## config.mk

```make
export PLATFORM = sky130hd
export DESIGN_NAME = multi_phase_traffic_controller
export DESIGN_NICKNAME = d
export VERILOG_FILES = /design/src/rtl/tlc_pkg.sv /design/src/rtl/tlc_next_phase.sv /design/src/rtl/multi_phase_traffic_controller.sv
export SDC_FILE = /design/constraint.sdc
export NUM_CORES = 1
export LEC_CHECK = 0
export BUFFER_PORTS_ARGS = -buffer_cell sky130_fd_sc_hd__buf_2
export CAP_MARGIN = 15
export CORE_UTILIZATION = 55
export DETAILED_ROUTE_END_ITERATION = 7
export PLACE_DENSITY = 0.76
export SKIP_LAST_GASP = 1
export SLEW_MARGIN = 10
export SYNTH_ARGS = -nofsm -noshare
export SYNTH_HDL_FRONTEND = slang
export SYNTH_SLANG_ARGS = --single-unit
```

## constraint.sdc

```tcl
create_clock -name clk -period 2.9 [get_ports clk]
set_input_delay 0.29 -clock clk [delete_from_list [all_inputs] [get_ports clk]]
set_output_delay 0.29 -clock clk [all_outputs]
set_load 0.01 [all_outputs]
```

## src/rtl/tlc_pkg.sv

```systemverilog
// Shared types and helpers for the multi-phase traffic light controller.
// Lamp encoding, FSM state encoding and duration-to-timer conversion.
package tlc_pkg;

  localparam logic [1:0] LIGHT_RED    = 2'b00;
  localparam logic [1:0] LIGHT_YELLOW = 2'b01;
  localparam logic [1:0] LIGHT_GREEN  = 2'b10;

  typedef enum logic [1:0] {
    ST_CLEAR  = 2'd0,
    ST_GREEN  = 2'd1,
    ST_YELLOW = 2'd2,
    ST_FLASH  = 2'd3
  } tlc_state_t;

  // A programmed duration of 0 behaves as 1 cycle; the timer counts down to 0.
  function automatic int unsigned dur_load(input int unsigned d);
    return (d == 32'd0) ? 32'd0 : d - 32'd1;
  endfunction

endpackage

```

## src/rtl/tlc_next_phase.sv

```systemverilog
// Circular priority search: first phase after active_i (own phase excluded)
// whose pending bit is set. found_o is low when no other phase is pending.
module tlc_next_phase #(
  parameter int NUM_PHASES = 4
) (
  input  logic [NUM_PHASES-1:0]         pending_i,
  input  logic [$clog2(NUM_PHASES)-1:0] active_i,
  output logic [$clog2(NUM_PHASES)-1:0] next_o,
  output logic                          found_o
);

  localparam int PW = $clog2(NUM_PHASES);

  // Walk from the farthest candidate to the nearest so the nearest one wins.
  always_comb begin
    int idx;
    next_o  = '0;
    found_o = 1'b0;
    idx     = 0;
    for (int k = NUM_PHASES - 1; k >= 1; k--) begin
      idx = (int'(active_i) + k) % NUM_PHASES;
      if (pending_i[PW'(idx)]) begin
        next_o  = PW'(idx);
        found_o = 1'b1;
      end
    end
  end

endmodule

```

## src/rtl/multi_phase_traffic_controller.sv

```systemverilog
// Round-robin N-phase traffic controller: GREEN -> YELLOW -> all-red CLEAR, plus FLASH.
// Optional demand-driven phase skipping: define MULTI_PHASE_TRAFFIC_DEMAND_SKIP_EN.
module multi_phase_traffic_controller
  import tlc_pkg::*;
#(
  parameter int NUM_PHASES = 4,
  parameter int TIMER_W    = 8,
  parameter int FLASH_HALF = 8
) (
  input  logic                          clk,
  input  logic                          reset_n,
  input  logic                          enable,
  input  logic [TIMER_W-1:0]            green_time,
  input  logic [TIMER_W-1:0]            yellow_time,
  input  logic [TIMER_W-1:0]            clear_time,
  input  logic                          flash_mode,
  input  logic [NUM_PHASES-1:0]         req,
  output logic [2*NUM_PHASES-1:0]       lights,
  output logic [$clog2(NUM_PHASES)-1:0] active_phase,
  output logic                          phase_start,
  output logic [NUM_PHASES-1:0]         req_pending
);

  localparam int PW = $clog2(NUM_PHASES);
  localparam int FW = (FLASH_HALF > 1) ? $clog2(FLASH_HALF) : 1;
  localparam logic [FW-1:0] FLASH_LAST = FW'(FLASH_HALF - 1);
  localparam logic [PW-1:0] LAST_PHASE = PW'(NUM_PHASES - 1);

  tlc_state_t              state_q, state_d;
  logic [TIMER_W-1:0]      timer_q, timer_d;
  logic [PW-1:0]           active_q, active_d;
  logic [PW-1:0]           next_q, next_d;
  logic [FW-1:0]           flash_cnt_q, flash_cnt_d;
  logic                    flash_tgl_q, flash_tgl_d;
  logic                    phase_start_q, phase_start_d;
  logic [NUM_PHASES-1:0]   req_pending_q, req_pending_d;
  logic [NUM_PHASES-1:0]   clr_mask;
  logic [NUM_PHASES-1:0]   search_mask;
  logic [PW-1:0]           sel_next;
  logic                    sel_found;

`ifdef MULTI_PHASE_TRAFFIC_DEMAND_SKIP_EN
  assign search_mask = req_pending_q;
`else
  // Every phase counts as "pending", so the search degenerates to active+1.
  assign search_mask = '1;
`endif

  tlc_next_phase #(
    .NUM_PHASES (NUM_PHASES)
  ) u_next_phase (
    .pending_i (search_mask),
    .active_i  (active_q),
    .next_o    (sel_next),
    .found_o   (sel_found)
  );

  always_comb begin
    state_d       = state_q;
    timer_d       = timer_q;
    active_d      = active_q;
    next_d        = next_q;
    flash_cnt_d   = flash_cnt_q;
    flash_tgl_d   = flash_tgl_q;
    phase_start_d = 1'b0;
    clr_mask      = '0;

    if (flash_mode) begin
      if (state_q != ST_FLASH) begin
        state_d     = ST_FLASH;
        flash_cnt_d = '0;
        flash_tgl_d = 1'b0;
      end else if (flash_cnt_q == FLASH_LAST) begin
        flash_cnt_d = '0;
        flash_tgl_d = ~flash_tgl_q;
      end else begin
        flash_cnt_d = flash_cnt_q + FW'(1);
      end
    end else if (state_q == ST_FLASH) begin
      // Leaving flash restarts the cycle so that phase 0 is served first.
      state_d     = ST_CLEAR;
      timer_d     = TIMER_W'(dur_load(32'(clear_time)));
      active_d    = LAST_PHASE;
      next_d      = '0;
      flash_cnt_d = '0;
      flash_tgl_d = 1'b0;
    end else if (enable) begin
      if (timer_q != '0) begin
        timer_d = timer_q - TIMER_W'(1);
      end else begin
        case (state_q)
          ST_CLEAR: begin
            state_d       = ST_GREEN;
            active_d      = next_q;
            timer_d       = TIMER_W'(dur_load(32'(green_time)));
            phase_start_d = 1'b1;
            clr_mask      = NUM_PHASES'(1) << next_q;
          end
          ST_GREEN: begin
            if (sel_found) begin
              state_d = ST_YELLOW;
              next_d  = sel_next;
              timer_d = TIMER_W'(dur_load(32'(yellow_time)));
            end else begin
              timer_d = TIMER_W'(dur_load(32'(green_time)));
            end
          end
          ST_YELLOW: begin
            state_d = ST_CLEAR;
            timer_d = TIMER_W'(dur_load(32'(clear_time)));
          end
          default: state_d = ST_CLEAR;
        endcase
      end
    end

    // A phase entering GREEN drops its own demand even if re-requested that cycle.
    req_pending_d = (req_pending_q | req) & ~clr_mask;
  end

  always_ff @(posedge clk or negedge reset_n) begin
    if (!reset_n) begin
      state_q       <= ST_CLEAR;
      timer_q       <= '0;
      active_q      <= LAST_PHASE;
      next_q        <= '0;
      flash_cnt_q   <= '0;
      flash_tgl_q   <= 1'b0;
      phase_start_q <= 1'b0;
      req_pending_q <= '0;
    end else begin
      state_q       <= state_d;
      timer_q       <= timer_d;
      active_q      <= active_d;
      next_q        <= next_d;
      flash_cnt_q   <= flash_cnt_d;
      flash_tgl_q   <= flash_tgl_d;
      phase_start_q <= phase_start_d;
      req_pending_q <= req_pending_d;
    end
  end

  generate
    for (genvar gi = 0; gi < NUM_PHASES; gi++) begin : g_lamp
      assign lights[2*gi +: 2] =
          (state_q == ST_FLASH)       ? (flash_tgl_q ? LIGHT_RED : LIGHT_YELLOW) :
          (active_q != PW'(gi))       ? LIGHT_RED :
          (state_q == ST_GREEN)       ? LIGHT_GREEN :
          (state_q == ST_YELLOW)      ? LIGHT_YELLOW : LIGHT_RED;
    end
  endgenerate

  assign active_phase = active_q;
  assign phase_start  = phase_start_q;
  assign req_pending  = req_pending_q;

endmodule

```

==> impl_metrics.tcl, run 1 <==
set metrics [dict create \
    status "finished, violations left" \
    violations "hold timing" \
    crit_fanout 14 \
    rows 22 \
    path_class "register to register" \
    routedWlPerCell_um 14.4 \
    drc 0 \
    wl_um 5140 \
    place_congestion 0.890 \
    core_area_sq_um 3740 \
    p_per_area_nw_per_um2 780 \
    startpoint_type "register" \
    antenna_found_initial 0 \
    cp-end-kind "register" \
    areaGrowthSynthToFinish_pct 14.8 \
    portBuffers 46 \
    dp_hpwl_um 4110 \
    finalCritPeriodShare_pct 82.3 \
    synth-seq-cells 23 \
    r2r_end "timer_q[7]" \
    antennaDiodeCount 0 \
    die_x_um 65.0 \
    via_per_inst 5.98 \
    clock_sinks 23 \
    grt_pass1_vias 1957 \
    gr-usage-all-layers_pct 26.5 \
    syn_inst 264 \
    cp.arrival_ps 2580 \
    cts_buffer_depth 2 \
    synthesis.area_sq_um 2180 \
    io_pins 47 \
    synthArstFlopShare_pct 100 \
    fin_util_pct 67.0 \
    dr.pass1.iters 4 \
    drive_gt1_share_pct 21.0 \
    ys_types 58 \
    synth_warnings 0 \
    grt_max_degree 24 \
    synth.net_count 315 \
    cts_resized 0 \
    synth-edff-count 0 \
    timing.rr.start "state_q[1]" \
    start_util_pct 58.4 \
    die_height_um 65.0 \
    cts_tree "built" \
    grt_first_pass_wirelength_um 8830 \
    insertion_delay_ps 270 \
    yosysSeqAreaShare_pct 26.5 \
    finalSetupTns_ps 0 \
    drt_iter0_markers 112 \
    grt_setup_unrepaired "false" \
    p_leak_nw 1.13 \
    fin_crit_ps 2390 \
    tightest_slew_ps 737 \
    root_buffer "clkbuf_8" \
    slew_headroom_pct 50.6 \
    fin_skew_ps 4.47 \
    fmax_mhz 419 \
    post_cts_buffers 0 \
    setup_violations 0 \
    ctsHoldBuffers 0 \
    final-max-slew-violation-count 0 \
    hold_viol 21 \
    crit_required_ps 3090 \
    layoutNonFillerInstCount 357 \
    hold-worst-slack_ps -17.0 \
    final_common_cell "buf_2" \
    placed_cells 353 \
    grt_overflow_total 0 \
    final_net_count 361 \
    vias 2136 \
    cts-htree-levels 1 \
    synthFlopType "dfrtp_1" \
    drv_cap 0 \
    rrSetupSlack_ps 510 \
    clkTransAtPathRegs_ps 80 \
    ant_nets 0 \
    worstHoldPathType "primary input to async pin" \
    ir_drop_mv 0.452 \
    cts_buffers 3 \
    avgSynthCellArea_sq_um 8.27 \
    reg2reg_depth 7 \
    final_cell_mix "buf_2, nor2_1, nor3_1, dfrtp_1, ha_1" \
    die_area_sq_um 4230 \
]
## synth_stat cells, types with 7 or more instances
cell	number	area [sq um]
nor2_1	28	105
dfrtp_1	21	526
nor3_1	21	105
ha_1	19	238
inv_1	16	60.1
nand2_1	16	60.1
xnor2_1	10	87.6
a31oi_1	8	50.1
nand3_1	8	40.0
a21oi_1	7	35.0
mux2i_1	7	70.1
## registers in the layout (all words and copies together) (netlist names)
signal and cells:
req_pending 4, state_q 2, phase_start 1, active_phase 2
flash_cnt_q 3, timer_q 8, next_q 2, flash_tgl_q 1
## kinds of logic after synthesis
kind of cell    Yosys count  synth area share [%]
compound gates           62                  20.6
xor+xnor                 12                  4.81
fa+ha+maj                19                  10.9
buf+inv                  24                  4.41
flops                    23                  26.5
mux                      12                  5.78
simple gates            112                  27.0
## cell type report
type                            instances  area [sq um]
Multi-Input combinational cell        217          1510
Sequential cell                        23           578
Tap cell                               48          60.1
Clock buffer                            3          41.3
Fill cell                             355          1240
Inverter                               16          60.1
Timing Repair Buffer                   49           253
Clock inverter                          1          5.00
## worst max-delay path, cell delays in order (launching register included)
cell     delay [ps]
dfrtp_1         420
inv_1           110
ha_1            610
nor3_1          130
a31oi_1         610
o21a_1          220
nor2_1           50
o22ai_1         160
## layer usage
| metal | up-vias | global-route usage [%] | wire [um] |
|---|---|---|---|
| li1 | 1072 | - | - |
| met2 | 63 | 42.8 | 2360 |
| met4 | 0 | 4.62 | 49 |
| met1 | 994 | 37.3 | 2420 |
| met3 | 7 | 4.40 | 304 |
| met5 | - | 0 | 0 |
## per-stage QoR
step | area [sq um] | worst slack (ps) | total power, mW | hold slack, ps
after floorplan | 2180 | 885 | 1.42 | -5.59
after global placement | 2460 | 648 | 1.71 | 295
after detailed placement | 2460 | 525 | 1.75 | 298
after CTS | 2510 | 539 | 1.95 | 8.39
after global routing | 2510 | 334 | 2.13 | 26.3
final | 2510 | 512 | 1.95 | -17.0
## how the worst max path moves through the flow
stage / cells past startpoint / slack, ps / end / start
4_1_cts: 7 / 540 / timer_q[7] / state_q[0]
3_3_place_gp: 7 / 650 / timer_q[6] / state_q[0]
5_1_grt: 7 / 330 / timer_q[7] / state_q[1]
3_5_place_dp: 7 / 530 / timer_q[7] / state_q[1]
2_1_floorplan: 8 / 890 / state_q[0] / timer_q[0]
6_report: 7 / 510 / timer_q[7] / state_q[1]
## power breakdown
group	switching [mW]	leakage [nW]	internal, mW
registers	0.121	0.269	0.433
clock network	0.108	0.0255	0.0961
logic	0.695	0.836	0.502
No activity file was read; power rests on OpenSTA's default activity.
==> inputs of run 2 (changes only) <==
Clock period 2.9 ns to 2.3 ns, I/O delays scaled along.
==> run 2 against run 1 <==
Against the previous run:
- the run now ends clean
- power grew 30%
- sequential power increased by 25%
- largest cell class unchanged
- global-route usage grew 0.21 points
- utilization up 1.9 points
- flip-flop and latch count stayed put
- clock-buffer cell count did not move
- fmax up 11%
- sequential share of layout area decreased by 0.65 points
- clock skew grew 2.4 ps
- first-iteration DRC count grew 38%
- non-clock buffer count is 9 higher
- wire length rose by 2.6%
==> impl_metrics.tcl, run 2 (synthesis gave the netlist of run 1 again) <==
set metrics [dict create \
    status "finished, final reports clean" \
    startpoint_type "register" \
    setup_violations 0 \
    combPwrFrac_pct 62.6 \
    routedWlPerCell_um 14.4 \
    core_area_sq_um 3740 \
    finalSetupTns_ps 0 \
    fin_util_pct 68.9 \
    drc 0 \
    die_x_um 65.0 \
    drive_gt1_share_pct 23.3 \
    intPower_mw 1.35 \
    ir_drop_mv 0.577 \
    cp-end-kind "register" \
    die_height_um 65.0 \
    slew_headroom_pct 65.2 \
    root_buffer "clkbuf_8" \
    portBuffers 46 \
    fmax_mhz 465 \
    vias 2148 \
    p_leak_nw 1.17 \
    drt_iter0_markers 154 \
    p_per_area_nw_per_um2 981 \
    grt_pass1_vias 2002 \
    grt_setup_unrepaired "false" \
    final_net_count 370 \
    clock_sinks 23 \
    power_mw 2.53 \
    cts_tree "built" \
    place_congestion 0.870 \
    power.net_switching_mw 1.18 \
    cts_buffer_depth 2 \
    final_common_cell "buf_2" \
    cts_buffers 3 \
    fillCellCount 311 \
    drv_cap 0 \
    cp.arrival_ps 2330 \
    final_cell_mix "buf_2, nor2_1, nor3_1, dfrtp_1, ha_1" \
    final-max-slew-violation-count 0 \
    antennaDiodeCount 0 \
    fin_skew_ps 6.83 \
    rows 22 \
    largest_register "timer_q" \
    antenna_found_initial 0 \
    wl_um 5270 \
    insertion_delay_ps 270 \
    multiInputGateArea_sq_um 1510 \
    gr-usage-all-layers_pct 26.7 \
    dr.pass1.iters 5 \
    p_seq_share_pct 27.4 \
    swShare_pct 46.6 \
    grt_max_degree 24 \
    cts-htree-levels 1 \
    clkTransAtPathRegs_ps 90 \
    path_class "register to register" \
    ant_nets 0 \
    io_pins 47 \
    via_per_inst 5.87 \
    finalCritPeriodShare_pct 93.5 \
    hold_viol 0 \
    grt_first_pass_wirelength_um 8800 \
    dp_hpwl_um 4160 \
    place_area_sq_um 2520 \
    start_util_pct 58.4 \
    pwr-share-clk_pct 10.1 \
    tightest_slew_ps 522 \
    largest_reg_flops 8 \
    crit_fanout 9 \
    seq_area_sq_um 578 \
    worstHoldPathType "primary input to register" \
    grt_overflow_total 0 \
    hold-worst-slack_ps 234 \
    die_area_sq_um 4230 \
    fin_crit_ps 2150 \
    crit_required_ps 2480 \
    areaGrowthSynthToFinish_pct 18.1 \
    fin_area_sq_um 2580 \
]
run 2: cell types whose count changed in the layout (fill, tap and decap cells not counted), sizes merged:
| cell | previous run | this run |
|---|---|---|
| buf | 49 | 57 |
| dlygate4sd3 | 0 | 1 |
run 2: power groups by stage:
stage	registers, mW	clock network, mW	logic, mW
floorplan	0.678	0	1.11
global placement	0.693	0	1.53
detailed placement	0.700	0	1.55
CTS	0.691	0.256	1.56
global route	0.716	0.276	1.75
finish	0.693	0.255	1.58
run 2: final cells by class:
cell class / count / area share (%)
Multi-Input combinational cell: 217 / 58.6
Sequential cell: 23 / 22.4
Timing Repair Buffer: 58 / 12.5
Inverter: 16 / 2.33
Tap cell: 48 / 2.33
Clock buffer: 3 / 1.60
Clock inverter: 1 / 0.194
run 2: stage by stage:
stage | cells | worst slack (ps)
2_1_floorplan | 264 | 285
3_3_place_gp | 361 | 293
3_5_place_dp | 361 | 125
4_1_cts | 366 | 102
5_1_grt | 366 | 26.0
6_report | 366 | 151
run 2: final timing paths:
| check | startpoint | end | slack [ps] | cells after the start |
|---|---|---|---|---|
| worst min-delay path | req[0] | req_pending[0] | 230 | 3 |
| min in group asynchronous | reset_n | timer_q[6] | 460 | 2 |
| worst min register to register | flash_cnt_q[2] | flash_cnt_q[2] | 490 | 2 |
| max in group asynchronous | reset_n | active_phase[0] | 1470 | 2 |
| worst max-delay path | state_q[1] | timer_q[6] | 150 | 7 |
| worst max register to register | state_q[1] | timer_q[6] | 150 | 7 |
run 2: worst max-delay path: stages, from the launching register on:
cell and delay (ps):
dfrtp_1 430, inv_1 110, ha_2 430, nand2_1 110, or3b_2 460, mux2i_1 180
nor4b_1 90, o31ai_1 250
run 2: layer usage:
metal | part of all wire [%] | up-vias | GRT usage, %
li1 | - | 1080 | -
met1 | 48 | 975 | 37.0
met2 | 45 | 89 | 45.2
met3 | 6.7 | 4 | 3.17
met4 | 0.68 | 0 | 4.08
met5 | 0 | - | 0
run 2: what timing repair did:
action,4_1_cts,5_1_grt
endpoints found under the hold margin,21,0
gates resized for setup,0,1
hold buffers,1,0
endpoints found under the setup margin,0,1
buffers inserted,0,0
